## config.mk

```make
export PLATFORM = sky130hd
export DESIGN_NAME = matrix_row_mem_flat
export DESIGN_NICKNAME = d
export VERILOG_FILES = /design/src/rtl/matrix_row_mem_pkg.sv /design/src/rtl/matrix_row_mem_if.sv /design/src/rtl/mem_rd_pipe.sv /design/src/rtl/matrix_row_mem.sv /design/src/flat_wrapper.sv
export SDC_FILE = /design/constraint.sdc
export NUM_CORES = 2
export LEC_CHECK = 0
export BUFFER_PORTS_ARGS = -buffer_cell sky130_fd_sc_hd__buf_2
export CORE_ASPECT_RATIO = 1.5
export CORE_UTILIZATION = 60
export CTS_CLUSTER_DIAMETER = 150
export DETAILED_ROUTE_END_ITERATION = 6
export PLACE_DENSITY = 0.81
export SYNTH_ARGS = -nofsm -noshare
export SYNTH_HDL_FRONTEND = slang
export SYNTH_SLANG_ARGS = --single-unit
```

## constraint.sdc

```tcl
create_clock -name clk -period 12.4 [get_ports clk]
set_clock_uncertainty 0.05 [all_clocks]
set_input_delay 3.72 -clock clk [delete_from_list [all_inputs] [get_ports clk]]
set_output_delay 3.72 -clock clk [all_outputs]
set_load 0.02 [all_outputs]
```

## src/rtl/matrix_row_mem_pkg.sv

```systemverilog
// Shared types and default geometry for the matrix-row store.
package matrix_row_mem_pkg;

    typedef enum logic {
        IDLE  = 1'b0,
        CLEAR = 1'b1
    } state_e;

    localparam int DEF_DATA_W   = 256;
    localparam int DEF_ELEM_W   = 16;
    localparam int DEF_DEPTH    = 8;
    localparam int DEF_ADDR_W   = 8;
    localparam int DEF_READ_LAT = 1;

    // Number of element lanes packed into one row.
    function automatic int lanes(input int data_w, input int elem_w);
        return data_w / elem_w;
    endfunction

endpackage

```

## src/rtl/matrix_row_mem_if.sv

```systemverilog
// Request/response bundle between the execution engine and the row store.
interface matrix_row_mem_if
    import matrix_row_mem_pkg::*;
#(
    parameter int DATA_W = DEF_DATA_W,
    parameter int ELEM_W = DEF_ELEM_W,
    parameter int ADDR_W = DEF_ADDR_W,
    parameter int LANES  = lanes(DATA_W, ELEM_W)
);

    logic              memReqValid;
    logic              memReqReady;
    logic              memRW;
    logic [ADDR_W-1:0] memAddr;
    logic [DATA_W-1:0] memWrite;
    logic [LANES-1:0]  memLaneEn;
    logic              memClr;
    logic [DATA_W-1:0] memBus;
    logic              memBusValid;
    logic              memErr;
    logic              memBusy;

    modport master (
        output memReqValid, memRW, memAddr, memWrite, memLaneEn, memClr,
        input  memReqReady, memBus, memBusValid, memErr, memBusy
    );

    modport slave (
        input  memReqValid, memRW, memAddr, memWrite, memLaneEn, memClr,
        output memReqReady, memBus, memBusValid, memErr, memBusy
    );

endinterface

```

## src/rtl/mem_rd_pipe.sv

```systemverilog
// Fixed-latency read-return pipeline carrying {valid, err, data}.
// Data registers only load on a valid beat, so the last stage holds the
// most recent read result between reads.
module mem_rd_pipe #(
    parameter int DATA_W = 256,
    parameter int LAT    = 1
) (
    input  logic              clk,
    input  logic              rst,
    input  logic              valid_i,
    input  logic              err_i,
    input  logic [DATA_W-1:0] data_i,
    output logic              valid_o,
    output logic              err_o,
    output logic [DATA_W-1:0] data_o
);

    logic [LAT-1:0]    valid_q;
    logic [LAT-1:0]    err_q;
    logic [DATA_W-1:0] data_q [LAT];

    // Shift the read beat through LAT stages; reset squashes in-flight beats.
    always_ff @(posedge clk) begin
        if (rst) begin
            valid_q <= '0;
            err_q   <= '0;
            for (int s = 0; s < LAT; s++) begin
                data_q[s] <= '0;
            end
        end else begin
            valid_q[0] <= valid_i;
            err_q[0]   <= valid_i & err_i;
            if (valid_i) begin
                data_q[0] <= data_i;
            end
            for (int s = 1; s < LAT; s++) begin
                valid_q[s] <= valid_q[s-1];
                err_q[s]   <= err_q[s-1];
                if (valid_q[s-1]) begin
                    data_q[s] <= data_q[s-1];
                end
            end
        end
    end

    assign valid_o = valid_q[LAT-1];
    assign err_o   = err_q[LAT-1];
    assign data_o  = data_q[LAT-1];

endmodule

```

## src/rtl/matrix_row_mem.sv

```systemverilog
// Clocked matrix-row store: lane-masked writes, fixed-latency reads,
// out-of-range flagging and a self-timed bulk-clear sequencer.
module matrix_row_mem
    import matrix_row_mem_pkg::*;
#(
    parameter int DATA_W   = DEF_DATA_W,
    parameter int ELEM_W   = DEF_ELEM_W,
    parameter int DEPTH    = DEF_DEPTH,
    parameter int ADDR_W   = DEF_ADDR_W,
    parameter int READ_LAT = DEF_READ_LAT
) (
    input  logic           clk,
    input  logic           rst,
    matrix_row_mem_if.slave mem_if
);

    localparam int LANES = lanes(DATA_W, ELEM_W);
    localparam int IDX_W = (DEPTH > 1) ? $clog2(DEPTH) : 1;
    localparam logic [ADDR_W:0]  DEPTH_X  = (ADDR_W + 1)'(DEPTH);
    localparam logic [IDX_W-1:0] LAST_IDX = IDX_W'(DEPTH - 1);

    // Elaboration-time parameter sanity.
    generate
        if ((READ_LAT != 1) && (READ_LAT != 2)) begin : g_bad_lat
            $error("matrix_row_mem: READ_LAT must be 1 or 2");
        end
        if ((DATA_W % ELEM_W) != 0) begin : g_bad_elem
            $error("matrix_row_mem: DATA_W must be a multiple of ELEM_W");
        end
        if ((64'(1) << ADDR_W) < 64'(DEPTH)) begin : g_bad_addr
            $error("matrix_row_mem: ADDR_W too narrow for DEPTH");
        end
    endgenerate

    state_e            state_q;
    state_e            state_d;
    logic [IDX_W-1:0]  cnt_q;
    logic [IDX_W-1:0]  cnt_d;
    logic              clr_wr_s;
    logic              wr_err_q;

    logic [DATA_W-1:0] mem_q [DEPTH];

    logic              ready_s;
    logic              in_range_s;
    logic              wr_acc_s;
    logic              rd_acc_s;
    logic [IDX_W-1:0]  idx_s;
    logic [DATA_W-1:0] rd_data_s;

    logic              pipe_valid_s;
    logic              pipe_err_s;
    logic [DATA_W-1:0] pipe_data_s;

    // A pending clear always beats a host request in the same cycle.
    assign ready_s    = (state_q == IDLE) && !mem_if.memClr && !rst;
    assign in_range_s = ({1'b0, mem_if.memAddr} < DEPTH_X);
    assign idx_s      = mem_if.memAddr[IDX_W-1:0];
    assign wr_acc_s   = mem_if.memReqValid && ready_s && !mem_if.memRW;
    assign rd_acc_s   = mem_if.memReqValid && ready_s &&  mem_if.memRW;

    // Combinational row fetch; out-of-range reads return zero.
    always_comb begin
        rd_data_s = '0;
        if (in_range_s) begin
            rd_data_s = mem_q[idx_s];
        end else begin
            rd_data_s = '0;
        end
    end

    // Next-state logic for the clear sequencer.
    always_comb begin
        state_d  = state_q;
        cnt_d    = cnt_q;
        clr_wr_s = 1'b0;
        case (state_q)
            IDLE: begin
                cnt_d = '0;
                if (mem_if.memClr) begin
                    state_d = CLEAR;
                end else begin
                    state_d = IDLE;
                end
            end
            CLEAR: begin
                clr_wr_s = 1'b1;
                if (cnt_q == LAST_IDX) begin
                    state_d = IDLE;
                    cnt_d   = '0;
                end else begin
                    state_d = CLEAR;
                    cnt_d   = cnt_q + IDX_W'(1);
                end
            end
            default: begin
                state_d = IDLE;
                cnt_d   = '0;
            end
        endcase
    end

    // Sequencer state and row counter.
    always_ff @(posedge clk) begin
        if (rst) begin
            state_q <= IDLE;
            cnt_q   <= '0;
        end else begin
            state_q <= state_d;
            cnt_q   <= cnt_d;
        end
    end

    // Row array: clear-sequencer zeroing or lane-masked host write; never reset.
    always_ff @(posedge clk) begin
        if (!rst && clr_wr_s) begin
            mem_q[cnt_q] <= '0;
        end else if (wr_acc_s && in_range_s) begin
            for (int l = 0; l < LANES; l++) begin
                if (mem_if.memLaneEn[l]) begin
                    mem_q[idx_s][l*ELEM_W +: ELEM_W] <= mem_if.memWrite[l*ELEM_W +: ELEM_W];
                end
            end
        end
    end

    // One-cycle error pulse for a rejected out-of-range write.
    always_ff @(posedge clk) begin
        if (rst) begin
            wr_err_q <= 1'b0;
        end else begin
            wr_err_q <= wr_acc_s && !in_range_s;
        end
    end

    mem_rd_pipe #(
        .DATA_W (DATA_W),
        .LAT    (READ_LAT)
    ) u_rd_pipe (
        .clk     (clk),
        .rst     (rst),
        .valid_i (rd_acc_s),
        .err_i   (!in_range_s),
        .data_i  (rd_data_s),
        .valid_o (pipe_valid_s),
        .err_o   (pipe_err_s),
        .data_o  (pipe_data_s)
    );

    assign mem_if.memReqReady = ready_s;
    assign mem_if.memBus      = pipe_data_s;
    assign mem_if.memBusValid = pipe_valid_s;
    assign mem_if.memErr      = pipe_err_s | wr_err_q;
    assign mem_if.memBusy     = (state_q == CLEAR);

endmodule

```

## src/flat_wrapper.sv

```systemverilog
// flat-port wrapper written by rule: the top's interface ports become plain ports
module matrix_row_mem_flat import matrix_row_mem_pkg::*;
#(
    parameter int DATA_W   = DEF_DATA_W,
    parameter int ELEM_W   = DEF_ELEM_W,
    parameter int DEPTH    = DEF_DEPTH,
    parameter int ADDR_W   = DEF_ADDR_W,
    parameter int READ_LAT = DEF_READ_LAT
)
  (clk, rst, mem_if_memReqValid, mem_if_memRW, mem_if_memAddr, mem_if_memWrite, mem_if_memLaneEn, mem_if_memClr, mem_if_memReqReady, mem_if_memBus, mem_if_memBusValid, mem_if_memErr, mem_if_memBusy);
  matrix_row_mem_if #(.DATA_W(DATA_W), .ELEM_W(ELEM_W), .ADDR_W(ADDR_W)) mem_if_i ();
  input  logic clk;
  input  logic rst;
  input wire logic [$bits(mem_if_i.memReqValid)-1:0] mem_if_memReqValid;
  input wire logic [$bits(mem_if_i.memRW)-1:0] mem_if_memRW;
  input wire logic [$bits(mem_if_i.memAddr)-1:0] mem_if_memAddr;
  input wire logic [$bits(mem_if_i.memWrite)-1:0] mem_if_memWrite;
  input wire logic [$bits(mem_if_i.memLaneEn)-1:0] mem_if_memLaneEn;
  input wire logic [$bits(mem_if_i.memClr)-1:0] mem_if_memClr;
  output wire logic [$bits(mem_if_i.memReqReady)-1:0] mem_if_memReqReady;
  output wire logic [$bits(mem_if_i.memBus)-1:0] mem_if_memBus;
  output wire logic [$bits(mem_if_i.memBusValid)-1:0] mem_if_memBusValid;
  output wire logic [$bits(mem_if_i.memErr)-1:0] mem_if_memErr;
  output wire logic [$bits(mem_if_i.memBusy)-1:0] mem_if_memBusy;
  assign mem_if_i.memReqValid = mem_if_memReqValid;
  assign mem_if_i.memRW = mem_if_memRW;
  assign mem_if_i.memAddr = mem_if_memAddr;
  assign mem_if_i.memWrite = mem_if_memWrite;
  assign mem_if_i.memLaneEn = mem_if_memLaneEn;
  assign mem_if_i.memClr = mem_if_memClr;
  assign mem_if_memReqReady = mem_if_i.memReqReady;
  assign mem_if_memBus = mem_if_i.memBus;
  assign mem_if_memBusValid = mem_if_i.memBusValid;
  assign mem_if_memErr = mem_if_i.memErr;
  assign mem_if_memBusy = mem_if_i.memBusy;
  matrix_row_mem #(.DATA_W(DATA_W), .ELEM_W(ELEM_W), .DEPTH(DEPTH), .ADDR_W(ADDR_W), .READ_LAT(READ_LAT)) u_core (.clk(clk), .rst(rst), .mem_if(mem_if_i));
endmodule
```

==> impl_results.md <==
- Status: finished, violations left
- Failing checks: DRC
- Die area: 0.148 mm^2
- DR iter-0 viols: 5431
- Post-synth top area cell: edfxtp_1
- Final Cycle Share: 0.650
- Pwr dens: 155 mW/mm^2
- Max Clk Rate: 0.124 GHz
- Post-synth EDFFs: 2304
- HP Start: u_core.mem_if.memBusy
- Clk root buf: clkbuf_16
- Via count: 44.2k
- RSZ-0062 raised after global routing: no
- Most used cell along the critical path: buf_4
- First drt pass iteration count: 7
- Hold-fix buffers at CTS: 0
- Max rail drop VDD: 0.146 mV
- Post-route DRC violation count: 206
- GR peak layer: met2
- GRT met3 Usage: 0.0837
- H-tree depth: 4
- Most instantiated library cell after synthesis: edfxtp_1
- Area Overhead vs Synth: 13.4%
- Placer Congestion: 0.780
- Cell count of the worst reg-to-reg path: 7
- Synth area leaders: edfxtp_1 (79%), mux4_2 (13%), mux2i_1 (2.9%)
- CP Data Required Time: 12.79 ns
- Most common flop cell mapped by yosys: edfxtp_1
- Fill cells: 8432
- DIE WIDTH: 315 um
- Least-Margin Pin Slew: 1.38 ns
- Post_cts resized: 0
- Final net count: 4903
- Sum Neg Setup Slack: 0 ns
- Vias in the first global route: 45.2k
- WP data arrival: 8.45 ns
- Tmin final: 8.06 ns
- Initial Util: 0.607
- Routed WL per cell: 31.6 um
- Largest net degree at the start of global routing: 156
- Syn Nets: 4334
- Final ANT Viol Nets: 0
- Vias per cell: 6.60
- Post-DP HPWL: 122 mm
- WL final: 211 mm
- Worst R2R Start: u_core.mem_if.memBusy
- Layout cells sized above 1: 0.320
- Postcts setup bufs: 0
- Max Buffers Root-to-Sink: 3
- Clock latency on the worst-skew pair: 0.84 ns
- Wire length of the first global-routing pass: 305 mm
- Crit-path max FO: 130
- Leak Pwr: 34.8 nW
- Buffers on Ports: 544
- Hold path endpoint: u_core.mem_if.memBusy
- Gr ovfl total: 0
- Total GRT Usage: 0.287
- Synth Instances: 4047
- Crit. End Element: flip-flop
- Clk sinks: 2311
- Post-synth top area share: 0.785
- Post-synthesis sequential area ratio: 0.787
- TritonCTS clock tree: done
- Met2 GRT Util: 0.464
- Synth warn: 0
- Final core utilization: 0.688
- Max-cap check violation count: 0
- Final Setup Violations: 0
- Finished Layout Cells: 6687
- #FFs+latches synth: 2311
- Worst Hold Depth: 2
- CP startpoint kind: input port
- Post-synth design cell area: 0.0881 mm^2
- R2R setup slack: 6.91 ns
- Mapped Avg Cell Area: 21.8 um^2
- Fin. Hold Viols: 0
- DP Cell Count: 6323
- Storage cell area: 0.0693 mm^2
- Met1 Use GR: 0.385
- Core area: 0.145 mm^2
- # IOs: 545
- Slew margin rel.: 0.0826
- List of most frequent post-synthesis cells: edfxtp_1 (2304), mux4_2 (512), nor2_1 (263), and3_1 (256), mux2i_1 (256)
- Initial antenna violation count: 34
- Num CTS Buffers: 193
- Critical path type: input port to flip-flop
- Slowest CP cell: nand4_1
- Library cells used by synthesis: 35
- Critical R2R Capture: u_core.mem_q[6][149]
- # rows: 171
- CP peak stage delay: 0.94 ns
- Slew Limit Fails: 0
- Clock-pin slew on the worst setup and hold paths: 0.07 ns
- Hold Path Class: flip-flop to flip-flop
- Area used by multi-input combinational logic: 0.0182 mm^2
- Hold slack final: 0.565 ns
- Worst path cell trace: buf_2 > nor4b_2 > nor4b_4 > buf_4 > buf_12 > nand4_1 > buf_4 > a21oi_2
- Async S/R FF share, synth: 0
- Die span in y: 471 um
[registers in the layout, indices dropped and copies added, names as in the netlist]
register,flops
u_core.u_rd_pipe.err_o,1
u_core.mem_q,2048
u_core.cnt_q,3
u_core.mem_if.memBusy,1
u_core.u_rd_pipe.valid_o,1
u_core.u_rd_pipe.data_q,256
u_core.wr_err_q,1
[layer usage]
metal / up-vias / wire length (um)
li1: 17900 / -
met1: 23000 / 75200
met2: 2921 / 105000
met3: 360 / 25200
met4: 50 / 5170
met5: - / 310
[worst max-delay path by stage]
stage,depth (start not counted),endpoint,startpoint,slack [ns]
floorplan,3,u_core.u_rd_pipe.data_q[0][0],mem_if_memClr,1.67
global placement,8,u_core.mem_q[6][148],mem_if_memClr,3.35
detailed placement,8,u_core.mem_q[6][134],mem_if_memClr,3.45
CTS,8,u_core.mem_q[6][149],mem_if_memClr,4.28
global route,8,u_core.mem_q[6][149],mem_if_memClr,4.15
finish,8,u_core.mem_q[6][149],mem_if_memClr,4.34
[area by class of cell]
cell class	count	area share
diodes	12	0.000301
clock buffers	243	0.0513
clock inverters	108	0.0129
inverters	2	0.0000751
multi-input cells	1479	0.182
flip-flops and latches	2311	0.694
well taps	1903	0.0238
repair buffers	629	0.0353
[through the flow]
stage / power (mW) / worst slack [ns] / cell area (um^2)
after detailed placement: 9.41 / 3.45 / 93500
after CTS: 15.5 / 4.28 / 99900
final: 15.5 / 4.34 / 99900
after floorplan: 9.18 / 1.67 / 88100
after global placement: 9.40 / 3.35 / 93500
after global routing: 15.8 / 4.15 / 99900
[cells in the final DEF (no fill, tap or decap), types with 2 or more instances in the layout]
master and instances:
o21ai_4 4, clkbuf_1 43, nand4b_1 2, nor3_1 3, mux2i_1 256, a21oi_1 49, ha_1 2, clkinv_1 36
nand2_1 5, clkinv_2 27, clkinv_8 4, and3_1 256, clkbuf_16 196, o2111ai_4 2, buf_2 541, clkinv_4 4
buf_4 74, edfxtp_1 2304, buf_8 3, buf_12 11, or4_2 2, dfxtp_1 7, inv_1 2, a21oi_2 95
nand4_1 3, mux4_2 512, clkinvlp_4 4, nor4_1 3, nor3b_1 5, inv_6 3, diode_2 12, inv_16 2
nor2_1 263, clkbuf_8 4, bufinv_16 26
[logic make-up after synthesis]
family          synth area share
buf+inv                   0.0115
compound gates           0.00924
simple gates              0.0323
mux                        0.160
fa+ha+maj               0.000284
flops                      0.787
[where the power goes]
group	switching [mW]	leakage [nW]	internal [mW]
Combinational	0.374	9.72	0.275
Sequential	0.0313	21.9	8.57
Clock	2.74	3.12	3.48
[worst max-delay path, delay by kind of cell]
kind            cells  cell delay (ns)
compound gates      1             0.93
simple gates        3             2.18
buf+inv             4             1.52
No activity file was read; power rests on OpenSTA's default activity.
